## src/rtl/frac_quot_round_pkg.sv

```systemverilog
// frac_quot_round_pkg: default widths and result record shared by the post-divide
// normalize/round stage, its rounding helper and anything that consumes the result.
// Latency: n/a (declarations only). Backpressure: n/a.
package frac_quot_round_pkg;

    localparam int NO  = 40;      // divider quotient fraction bits
    localparam int NR  = 32;      // rounded mantissa width
    localparam int EW  = 8;       // signed input exponent width
    localparam int EOW = EW + 2;  // result exponent: room for +1 normalize and +1 round carry

    typedef struct packed {
        logic [NR-1:0]         m;
        logic signed [EOW-1:0] e;
        logic                  inexact;
        logic                  err;
    } res_t;

endpackage

```

## src/rtl/frac_quot_round_rne.sv

```systemverilog
// rne_round: combinational round-to-nearest-even of a normalized 0.1xxx fraction.
// Latency: 0 cycles (pure combinational). Backpressure: none, no state.
// Ports: norm (no+1 bits, MSB set) and e1 in; m (nr bits), e_out and inexact out.
module rne_round
    import frac_quot_round_pkg::*;
#(
    parameter int no  = NO,
    parameter int nr  = NR,
    parameter int eow = EOW
) (
    input  logic [no:0]           norm,
    input  logic signed [eow-1:0] e1,
    output logic [nr-1:0]         m,
    output logic signed [eow-1:0] e_out,
    output logic                  inexact
);

    logic [nr-1:0] mt;
    logic          g;
    logic          s;
    logic          rup;
    logic [nr:0]   sum;

    assign mt  = norm[no -: nr];
    assign g   = norm[no-nr];
    assign s   = |norm[no-nr-1:0];
    // Ties go up only when the kept LSB is odd.
    assign rup = g & (s | mt[0]);
    assign sum = {1'b0, mt} + {{nr{1'b0}}, rup};

    // A carry out of the mantissa means it was all ones: renormalize to 1000..0.
    assign m       = sum[nr] ? {1'b1, {(nr-1){1'b0}}} : sum[nr-1:0];
    assign e_out   = sum[nr] ? e1 + {{(eow-1){1'b0}}, 1'b1} : e1;
    assign inexact = g | s;

endmodule

```

## src/rtl/frac_quot_round.sv

```systemverilog
// frac_quot_round: renormalize a divider quotient in [0.5,2) and RNE-round it to nr bits.
// Latency: 2 cycles (input transfer at edge N, out_valid after edge N+1); 1 result/cycle.
// Backpressure: valid/ready, 2 entries; stage 2 holds while out_valid & ~out_ready.
// Ports: in_valid/in_ready/q/e_in from the divider controller;
//        out_valid/out_ready/m/e_out/inexact/err to the consumer.
module frac_quot_round
    import frac_quot_round_pkg::*;
#(
    parameter int no = NO,
    parameter int nr = NR,
    parameter int ew = EW
) (
    input  logic                clk,
    input  logic                rst,
    input  logic                in_valid,
    output logic                in_ready,
    input  logic [no:0]         q,
    input  logic signed [ew-1:0] e_in,
    output logic                out_valid,
    input  logic                out_ready,
    output logic [nr-1:0]       m,
    output logic signed [ew+1:0] e_out,
    output logic                inexact,
    output logic                err
);

    localparam int EOWL = ew + 2;

    // Need at least a guard bit and one sticky bit below the kept mantissa.
    generate
        if (no < nr + 2) begin : g_width_check
            $error("frac_quot_round: no must be at least nr+2");
        end
    endgenerate

    // Stage 1: normalized quotient
    logic                   s1_v_q, s1_v_d;
    logic [no:0]            norm_q, norm_d;
    logic signed [EOWL-1:0] e1_q, e1_d;
    logic                   err1_q, err1_d;

    // Stage 2: rounded result
    logic                   s2_v_q, s2_v_d;
    logic [nr-1:0]          m_q, m_d;
    logic signed [EOWL-1:0] e_q, e_d;
    logic                   inexact_q, inexact_d;
    logic                   err_q, err_d;

    logic                   s1_adv;
    logic                   in_xfer;
    logic signed [EOWL-1:0] e_in_x;
    logic [nr-1:0]          r_m;
    logic signed [EOWL-1:0] r_e;
    logic                   r_inexact;

    assign s1_adv   = s1_v_q & (~s2_v_q | out_ready);
    assign in_ready = ~s1_v_q | s1_adv;
    assign in_xfer  = in_valid & in_ready;
    assign e_in_x   = {{2{e_in[ew-1]}}, e_in};

    rne_round #(
        .no  (no),
        .nr  (nr),
        .eow (EOWL)
    ) u_rne (
        .norm    (norm_q),
        .e1      (e1_q),
        .m       (r_m),
        .e_out   (r_e),
        .inexact (r_inexact)
    );

    always_comb begin
        s1_v_d    = s1_v_q;
        norm_d    = norm_q;
        e1_d      = e1_q;
        err1_d    = err1_q;
        s2_v_d    = s2_v_q;
        m_d       = m_q;
        e_d       = e_q;
        inexact_d = inexact_q;
        err_d     = err_q;

        if (in_xfer) begin
            s1_v_d = 1'b1;
            norm_d = q[no] ? q : {q[no-1:0], 1'b0};
            e1_d   = e_in_x + {{(EOWL-1){1'b0}}, q[no]};
            err1_d = ~q[no] & ~q[no-1];
        end else if (s1_adv) begin
            s1_v_d = 1'b0;
        end

        if (s1_adv) begin
            s2_v_d = 1'b1;
            if (err1_q) begin
                // Unnormalized input: flag it and zero the payload.
                m_d       = '0;
                e_d       = '0;
                inexact_d = 1'b0;
                err_d     = 1'b1;
            end else begin
                m_d       = r_m;
                e_d       = r_e;
                inexact_d = r_inexact;
                err_d     = 1'b0;
            end
        end else if (out_ready) begin
            s2_v_d = 1'b0;
        end
    end

    always_ff @(posedge clk or posedge rst) begin
        if (rst) begin
            s1_v_q    <= 1'b0;
            norm_q    <= '0;
            e1_q      <= '0;
            err1_q    <= 1'b0;
            s2_v_q    <= 1'b0;
            m_q       <= '0;
            e_q       <= '0;
            inexact_q <= 1'b0;
            err_q     <= 1'b0;
        end else begin
            s1_v_q    <= s1_v_d;
            norm_q    <= norm_d;
            e1_q      <= e1_d;
            err1_q    <= err1_d;
            s2_v_q    <= s2_v_d;
            m_q       <= m_d;
            e_q       <= e_d;
            inexact_q <= inexact_d;
            err_q     <= err_d;
        end
    end

    assign out_valid = s2_v_q;
    assign m         = m_q;
    assign e_out     = e_q;
    assign inexact   = inexact_q;
    assign err       = err_q;

endmodule

```

## config.mk

```make
export PLATFORM = sky130hd
export DESIGN_NAME = frac_quot_round
export DESIGN_NICKNAME = d
export VERILOG_FILES = /design/src/rtl/frac_quot_round_pkg.sv /design/src/rtl/frac_quot_round_rne.sv /design/src/rtl/frac_quot_round.sv
export SDC_FILE = /design/constraint.sdc
export NUM_CORES = 1
export LEC_CHECK = 0
export CORE_UTILIZATION = 39
export CTS_BUF_LIST = sky130_fd_sc_hd__clkbuf_4
export CTS_CLUSTER_DIAMETER = 30
export CTS_CLUSTER_SIZE = 12
export DETAILED_ROUTE_END_ITERATION = 7
export GPL_TIMING_DRIVEN = 0
export SYNTH_ARGS = -nofsm -noshare
export SYNTH_HDL_FRONTEND = slang
export SYNTH_SLANG_ARGS = --single-unit
```

## constraint.sdc

```tcl
create_clock -name clk -period 4.05 [get_ports clk]
set_input_delay 0.81 -clock clk [delete_from_list [all_inputs] [get_ports clk]]
set_output_delay 0.81 -clock clk [all_outputs]
set_load 0.02 [all_outputs]
```

==> run_results.csv, run 1 <==
group,metric,value,unit
die,die_h,113,um
clock_network,h-tree-depth,3,
power,switching_share,34.1,%
drt,wire_per_inst,15.0,um
power,power_density,400,mW/mm^2
synthesis,avgSynthCellArea,9.43,sq um
die,num_io_pins,99,
die,die_area,0.0128,sq mm
synthesis,synth_warnings,0,
power,p_int,1610,uW
sta,fmax,328,MHz
status,status,"completed",
cells_and_area,area_growth,26.9,%
power,combPwrFrac,29.6,%
setup_path,crit_top_cell,"clkdlybuf4s50_1",
power,power.leakage,0.00256,uW
sta,finalCritPeriodShare,75.2,%
sta,final_hold_viol_count,0,
setup_path,crit_type,"input pin to output pin",
setup_path,cp-end-kind,"output pin",
synthesis,syn_area,0.00481,sq mm
drt,ant_nets,0,
power,peakVddDrop,0.127,mV
sta,finalHoldWorstSlack,497,ps
sta,fin_worst_skew,9.16,ps
clock_network,numCtsBuffers,9,
synthesis,syn-num-nets,566,
die,start_util,40.0,%
sta,max_slew.worst_pin.slew,1120,ps
setup_path,critical_path_required,3240,ps
grt,grt_pass1_vias,3806,
drt,drtIter0Drc,128,
synthesis,synth_seq_cells,97,
clock_network,cts_hold_buf,0,
die,std_cell_rows,40,
cells_and_area,drive_above_1_share,4.32,%
place,dpl.hpwl,8950,um
place,io_buffers,98,
drt,avgViaCountPerCell,5.15,
clock_network,clkSlewWorstSetupHoldPaths,130,ps
setup_path,crit_slowest_cell,"clkdlybuf4s50_1",
clock_network,cts_setup_buffers,0,
synthesis,synth_cells,510,
clock_network,cts.sinks,97,
synthesis,netlist_top_cells_area,"dfrtp_1 50%, o21ai_0 8.8%, mux2i_1 8.7%",
synthesis,post_synth_num_cell_types,38,
hold_path,hp-class,"register to register",
clock_network,cts_root_buffer,"clkbuf_4",
sta,setup_violations,0,
clock_network,clock_tree.buffer_depth,2,
power,seq_power_share,52.8,%
drt,num_vias,3977,
power,p_sw,833,uW
synthesis,synth_async_sr_flop_share,100,%
drt,drc_errors,0,
drt,first_pass_iters,4,
place,place.gp.congestion,0.785,
clock_network,cts_tree,"done",
setup_path,crit_fanout,3,
synthesis,synth.yosys.seq_area_share,50.5,%
grt,grt_overflow,0,
grt,grt_pass1_wl,19000,um
grt,grt_start_max_net_pins,74,
sta,finalSetupTns,0,ps
cells_and_area,insertedDiodeCount,0,
synthesis,yosys.area.top_type,"dfrtp_1",
clock_network,clk_latency,440,ps
die,design.core.area,0.0120,sq mm
setup_path,critPathArrivalTime,2240,ps
sta,period_needed,3050,ps
grt,antenna_found_initial,0,
clock_network,post_cts_resize_count,0,
setup_path,slowest_delay,540,ps
cells_and_area,nets,676,
synthesis,synth_edf_count,0,
sta,slew_headroom,24.9,%
die,fp.dieW,113,um
synthesis,yosysTopAreaCellShare,50.5,%
sta,rsz0062_at_grt,"no",
job,drv_cap,0,
sta,drv_slew,0,
setup_path,start_kind,"input pin",
grt,grt_usage,19.0,%
cells_and_area,fill_cells,1193,
setup_path,crit_chain,"clkdlybuf4s50_1, nand2b_1, or2_2, clkdlybuf4s50_1",
power,power_frac_clock,17.6,%
drt,wl,11600,um
synthesis,synth-main-ff-cell,"dfrtp_1",
critical path: cells and delay by family:
family                 cells  cell delay (ps)
buffers and inverters      2              930
AND/OR/NAND/NOR            2              490
final timing paths:
path                            startpoint        end  slack, ps  cells past startpoint
worst max-delay path             out_ready   in_ready       1000                      4
worst min-delay path              e_out[9]   e_out[9]        500                      2
worst max register to register  norm_q[22]      m[18]       1370                      7
worst min register to register    e_out[9]   e_out[9]        500                      2
max in group asynchronous              rst      m[10]       2700                      3
min in group asynchronous              rst  out_valid        690                      2
through the flow:
stage / setup slack, ps / utilization (%) / total power (uW) / instance area (sq um) / std cells
final: 1000 / 50.8 / 2440 / 6100 / 772
after global routing: 942 / 50.8 / 2600 / 6100 / 772
after CTS: 993 / 50.8 / 2470 / 6100 / 772
after floorplan: 706 / - / 1670 / 4810 / 510
after global placement: -716 / 49.7 / 2020 / 5970 / 755
after detailed placement: 883 / 50.0 / 2040 / 6000 / 756
cell families after synthesis:
kind of cell,share of synthesized area [%]
simple gates,18.5
fa+ha+maj,0.781
buf+inv,3.10
compound gates,10.3
mux,9.44
flops,50.5
xor+xnor,7.47
Yosys cell counts (3+ instances only):
cell type / number
and2_1: 3
buf_1: 3
clkbuf_1: 20
clkbuf_2: 3
dfrtp_1: 97
ha_1: 3
inv_1: 10
mux2_2: 3
mux2i_1: 42
nand2_1: 112
nand3_1: 17
nand4_1: 12
nor2_1: 11
nor3_1: 8
nor4_1: 12
o21ai_0: 85
or3_1: 3
xnor2_1: 22
xor2_1: 19
sequential cells by signal, summed over array words and instances (netlist names):
signal and cells:
norm_q 41, m 32, e_out 10, e1_q 9
err 1, err1_q 1, inexact 1, out_valid 1
s1_v_q 1
cells in the final DEF, fill, tap and decap left out, types with 2 or more instances in the layout:
cell             Yosys  layout
a21oi_1              2       2
a221o_1              2       2
and2_1               3       3
and3_1               2       2
buf_1                3       3
buf_2                2       2
clkbuf_1            20      20
clkbuf_2             3       3
clkbuf_4             0      10
clkdlybuf4s50_1      0      98
clkinv_1             0       4
clkinv_2             0       2
dfrtp_1             97      97
ha_1                 3       3
inv_1               10       9
mux2_2               3       3
mux2i_1             42      42
nand2_1            112     112
nand2b_1             2       2
nand3_1             17      17
nand4_1             12      12
nor2_1              11      11
nor3_1               8       8
nor4_1              12      12
o21ai_0             85      85
or2_2                2       2
or3_1                3       3
xnor2_1             22      22
xor2_1              19      19
final cells by class:
class / instances / area [sq um] / area share, %
Buffer: 28 / 111 / 1.82
Clock buffer: 10 / 75.1 / 1.23
Clock inverter: 6 / 25.0 / 0.410
Inverter: 10 / 40.0 / 0.656
Multi-Input combinational cell: 375 / 2230 / 36.6
Sequential cell: 97 / 2430 / 39.8
Tap cell: 147 / 184 / 3.01
Timing Repair Buffer: 99 / 1010 / 16.5
power by group through the flow:
stage          clock [uW]  combinational [uW]  sequential (uW)
6_report              431                 722             1290
5_1_grt               487                 794             1320
2_1_floorplan           0                 279             1390
3_3_place_gp            0                 717             1300
4_1_cts               449                 732             1290
3_5_place_dp            0                 730             1310
routing by layer:
metal,track usage [%],wire (um),share of wire [%],vias to the layer above
li1,-,-,-,1988
met1,25.5,5360,46,1898
met2,31.1,5590,48,80
met3,3.43,484,4.2,11
met4,6.05,125,1.1,0
met5,0,0,0,-
No activity file was read; power rests on OpenSTA's default activity.
==> run 2: changes to the inputs <==
==> constraint.sdc (replaced) <==
create_clock -name clk -period 3.15 [get_ports clk]
set_input_delay 0.63 -clock clk [delete_from_list [all_inputs] [get_ports clk]]
set_output_delay 0.63 -clock clk [all_outputs]
set_load 0.02 [all_outputs]
==> run_results.csv, run 2 (synthesized netlist as in run 1, its figures left out) <==
group,metric,value,unit
die,fp.dieW,113,um
grt,grt_overflow,0,
clock_network,cts_root_buffer,"clkbuf_4",
clock_network,post_cts_resize_count,0,
setup_path,crit_fanout,10,
cells_and_area,regMostFlops,"norm_q",
power,seq_power_share,52.5,%
hold_path,hp-class,"register to register",
sta,drv_slew,0,
grt,grt_start_max_net_pins,40,
cells_and_area,area_growth,27.3,%
sta,finalCritPeriodShare,85.8,%
place,dpl.hpwl,9080,um
sta,fmax,370,MHz
drt,wl,11700,um
sta,fin_worst_skew,11.0,ps
power,power,3150,uW
die,die_area,0.0128,sq mm
clock_network,clkSlewWorstSetupHoldPaths,130,ps
setup_path,crit_start,"norm_q[21]",
die,die_h,113,um
power,power.leakage,0.00256,uW
setup_path,critical_path_required,3470,ps
die,start_util,40.0,%
cells_and_area,final_common_cell,"nand2_1",
status,status,"completed",
drt,drtIter0Drc,157,
job,drv_cap,0,
drt,first_pass_iters,4,
grt,grt_pass1_wl,19000,um
power,peakVddDrop,0.169,mV
clock_network,clock_tree.buffer_depth,2,
power,p_int,2080,uW
sta,final_hold_viol_count,0,
drt,ant_nets,0,
sta,slew_headroom,24.3,%
power,p_sw,1070,uW
power,combPwrFrac,29.5,%
setup_path,cp-end-kind,"register",
hold_path,hold_path_end,"e_out[9]",
grt,grt.busiest_layer,"met2",
grt,gr-usage-met3,4.55,%
sta,setup_slack,447,ps
drt,drc_errors,0,
clock_network,clk_latency,440,ps
drt,avgViaCountPerCell,5.18,
clock_network,cts_tree,"done",
sta,period_needed,2700,ps
sta,finalSetupTns,0,ps
clock_network,h-tree-depth,3,
setup_path,worst_r2r_endpoint,"m[3]",
sta,max_slew.worst_pin.slew,1130,ps
grt,grt_util_met2,31.9,%
drt,num_vias,4008,
clock_network,cts_setup_buffers,0,
place,io_buffers,98,
clock_network,numCtsBuffers,9,
grt,grtUsageMet1,25.2,%
place,dp_slack,158,ps
drt,wire_per_inst,15.1,um
setup_path,r2r_start,"norm_q[21]",
cells_and_area,fill_cells,1150,
sta,setup_violations,0,
cells_and_area,layout_common_cells,"112 x nand2_1, 98 x clkdlybuf4s50_1, 97 x dfrtp_1",
cells_and_area,drive_above_1_share,4.47,%
clock_network,cts.sinks,97,
sta,rsz0062_at_grt,"no",
die,design.core.area,0.0120,sq mm
cells_and_area,nets,677,
hold_path,hold_start,"e_out[9]",
setup_path,critPathArrivalTime,3020,ps
place,place.gp.congestion,0.777,
grt,grt_pass1_vias,3843,
hold_path,hold_depth,2,
power,power_density,515,mW/mm^2
setup_path,start_kind,"register",
grt,grt_usage,19.2,%
die,num_io_pins,99,
setup_path,reg2regPathDepth,7,
cells_and_area,insertedDiodeCount,0,
clock_network,cts_hold_buf,0,
power,switching_share,34.0,%
die,std_cell_rows,40,
cells_and_area,largest_register_ffs,41,
grt,antenna_found_initial,0,
setup_path,crit_type,"register to register",
setup_path,rrSetupSlack,450,ps
power,power_frac_clock,18.0,%
[run 2: cell count changes in the layout (fill, tap and decap cells not counted), sizes merged]
cell | before | now
buf | 6 | 7
clkbuf | 33 | 34
clkinv | 6 | 4
clkinvlp | 0 | 2
inv | 10 | 9
[run 2: stage by stage]
step,cell area (sq um),std cells,utilization [%],hold slack (ps)
2_1_floorplan,4810,510,-,435
3_3_place_gp,5980,755,49.8,451
3_5_place_dp,6020,757,50.1,463
4_1_cts,6120,773,51.0,493
5_1_grt,6120,773,51.0,523
6_report,6120,773,51.0,485
[run 2: worst max-delay path, stage by stage, from the launching register on]
cell and delay, ps:
dfrtp_1 470, nand3_1 250, or4_1 610, or3_1 360
clkbuf_2 170, nand2_1 310, clkbuf_2 290, o21ai_0 130
[run 2: final cells by class]
class                      count  area (sq um)  share of cell area, %
buffer                        28           111                   1.82
multi-input combinational    375          2230                   36.5
timing repair buffer         100          1020                   16.7
sequential                    97          2430                   39.6
inverter                      10          41.3                  0.674
clock buffer                  11          82.6                   1.35
clock inverter                 5          22.5                  0.368
tap                          147           184                   3.00
[run 2: power groups by stage]
stage | sequential (uW) | clock, uW | combinational [uW]
2_1_floorplan | 1790 | 0 | 359
3_5_place_dp | 1680 | 0 | 943
6_report | 1660 | 566 | 932
3_3_place_gp | 1670 | 0 | 922
4_1_cts | 1660 | 595 | 945
5_1_grt | 1690 | 641 | 1030
[run 2: routing by layer]
metal / part of all wire [%] / routed length (um)
met1: 46 / 5420
met2: 48 / 5650
met3: 4.7 / 553
met4: 0.74 / 87
met5: 0 / 0
[run 2: how the worst max path moves through the flow]
stage,slack (ps),to,cells after the start
final,450,m[3],7
after global routing,280,m[13],7
after CTS,460,in_ready,4
after detailed placement,160,norm_q[6],8
after global placement,230,norm_q[3],8
after floorplan,840,e_out[6],6
==> run 3: changes to the inputs <==
--- a/config.mk
+++ b/config.mk
@@ -5,6 +5,7 @@
 export SDC_FILE = /design/constraint.sdc
 export NUM_CORES = 1
 export LEC_CHECK = 0
+export ABC_CLOCK_PERIOD_IN_PS = 2900
 export CORE_UTILIZATION = 39
 export CTS_BUF_LIST = sky130_fd_sc_hd__clkbuf_4
 export CTS_CLUSTER_DIAMETER = 30
==> constraint.sdc (replaced) <==
create_clock -name clk -period 2.9 [get_ports clk]
set_input_delay 0.58 -clock clk [delete_from_list [all_inputs] [get_ports clk]]
set_output_delay 0.58 -clock clk [all_outputs]
set_load 0.02 [all_outputs]
==> results of run 3 <==
Same layout as run 2 (identical final DEF). Status: completed.
Main changes from that run: setup slack after placement 158 ps -> -42.3 ps; setup slack after layout 447 ps -> 197 ps; register-to-register setup slack 450 ps -> 200 ps; total power 3150 uW -> 3430 uW; worst IR drop on VDD 0.169 mV -> 0.184 mV
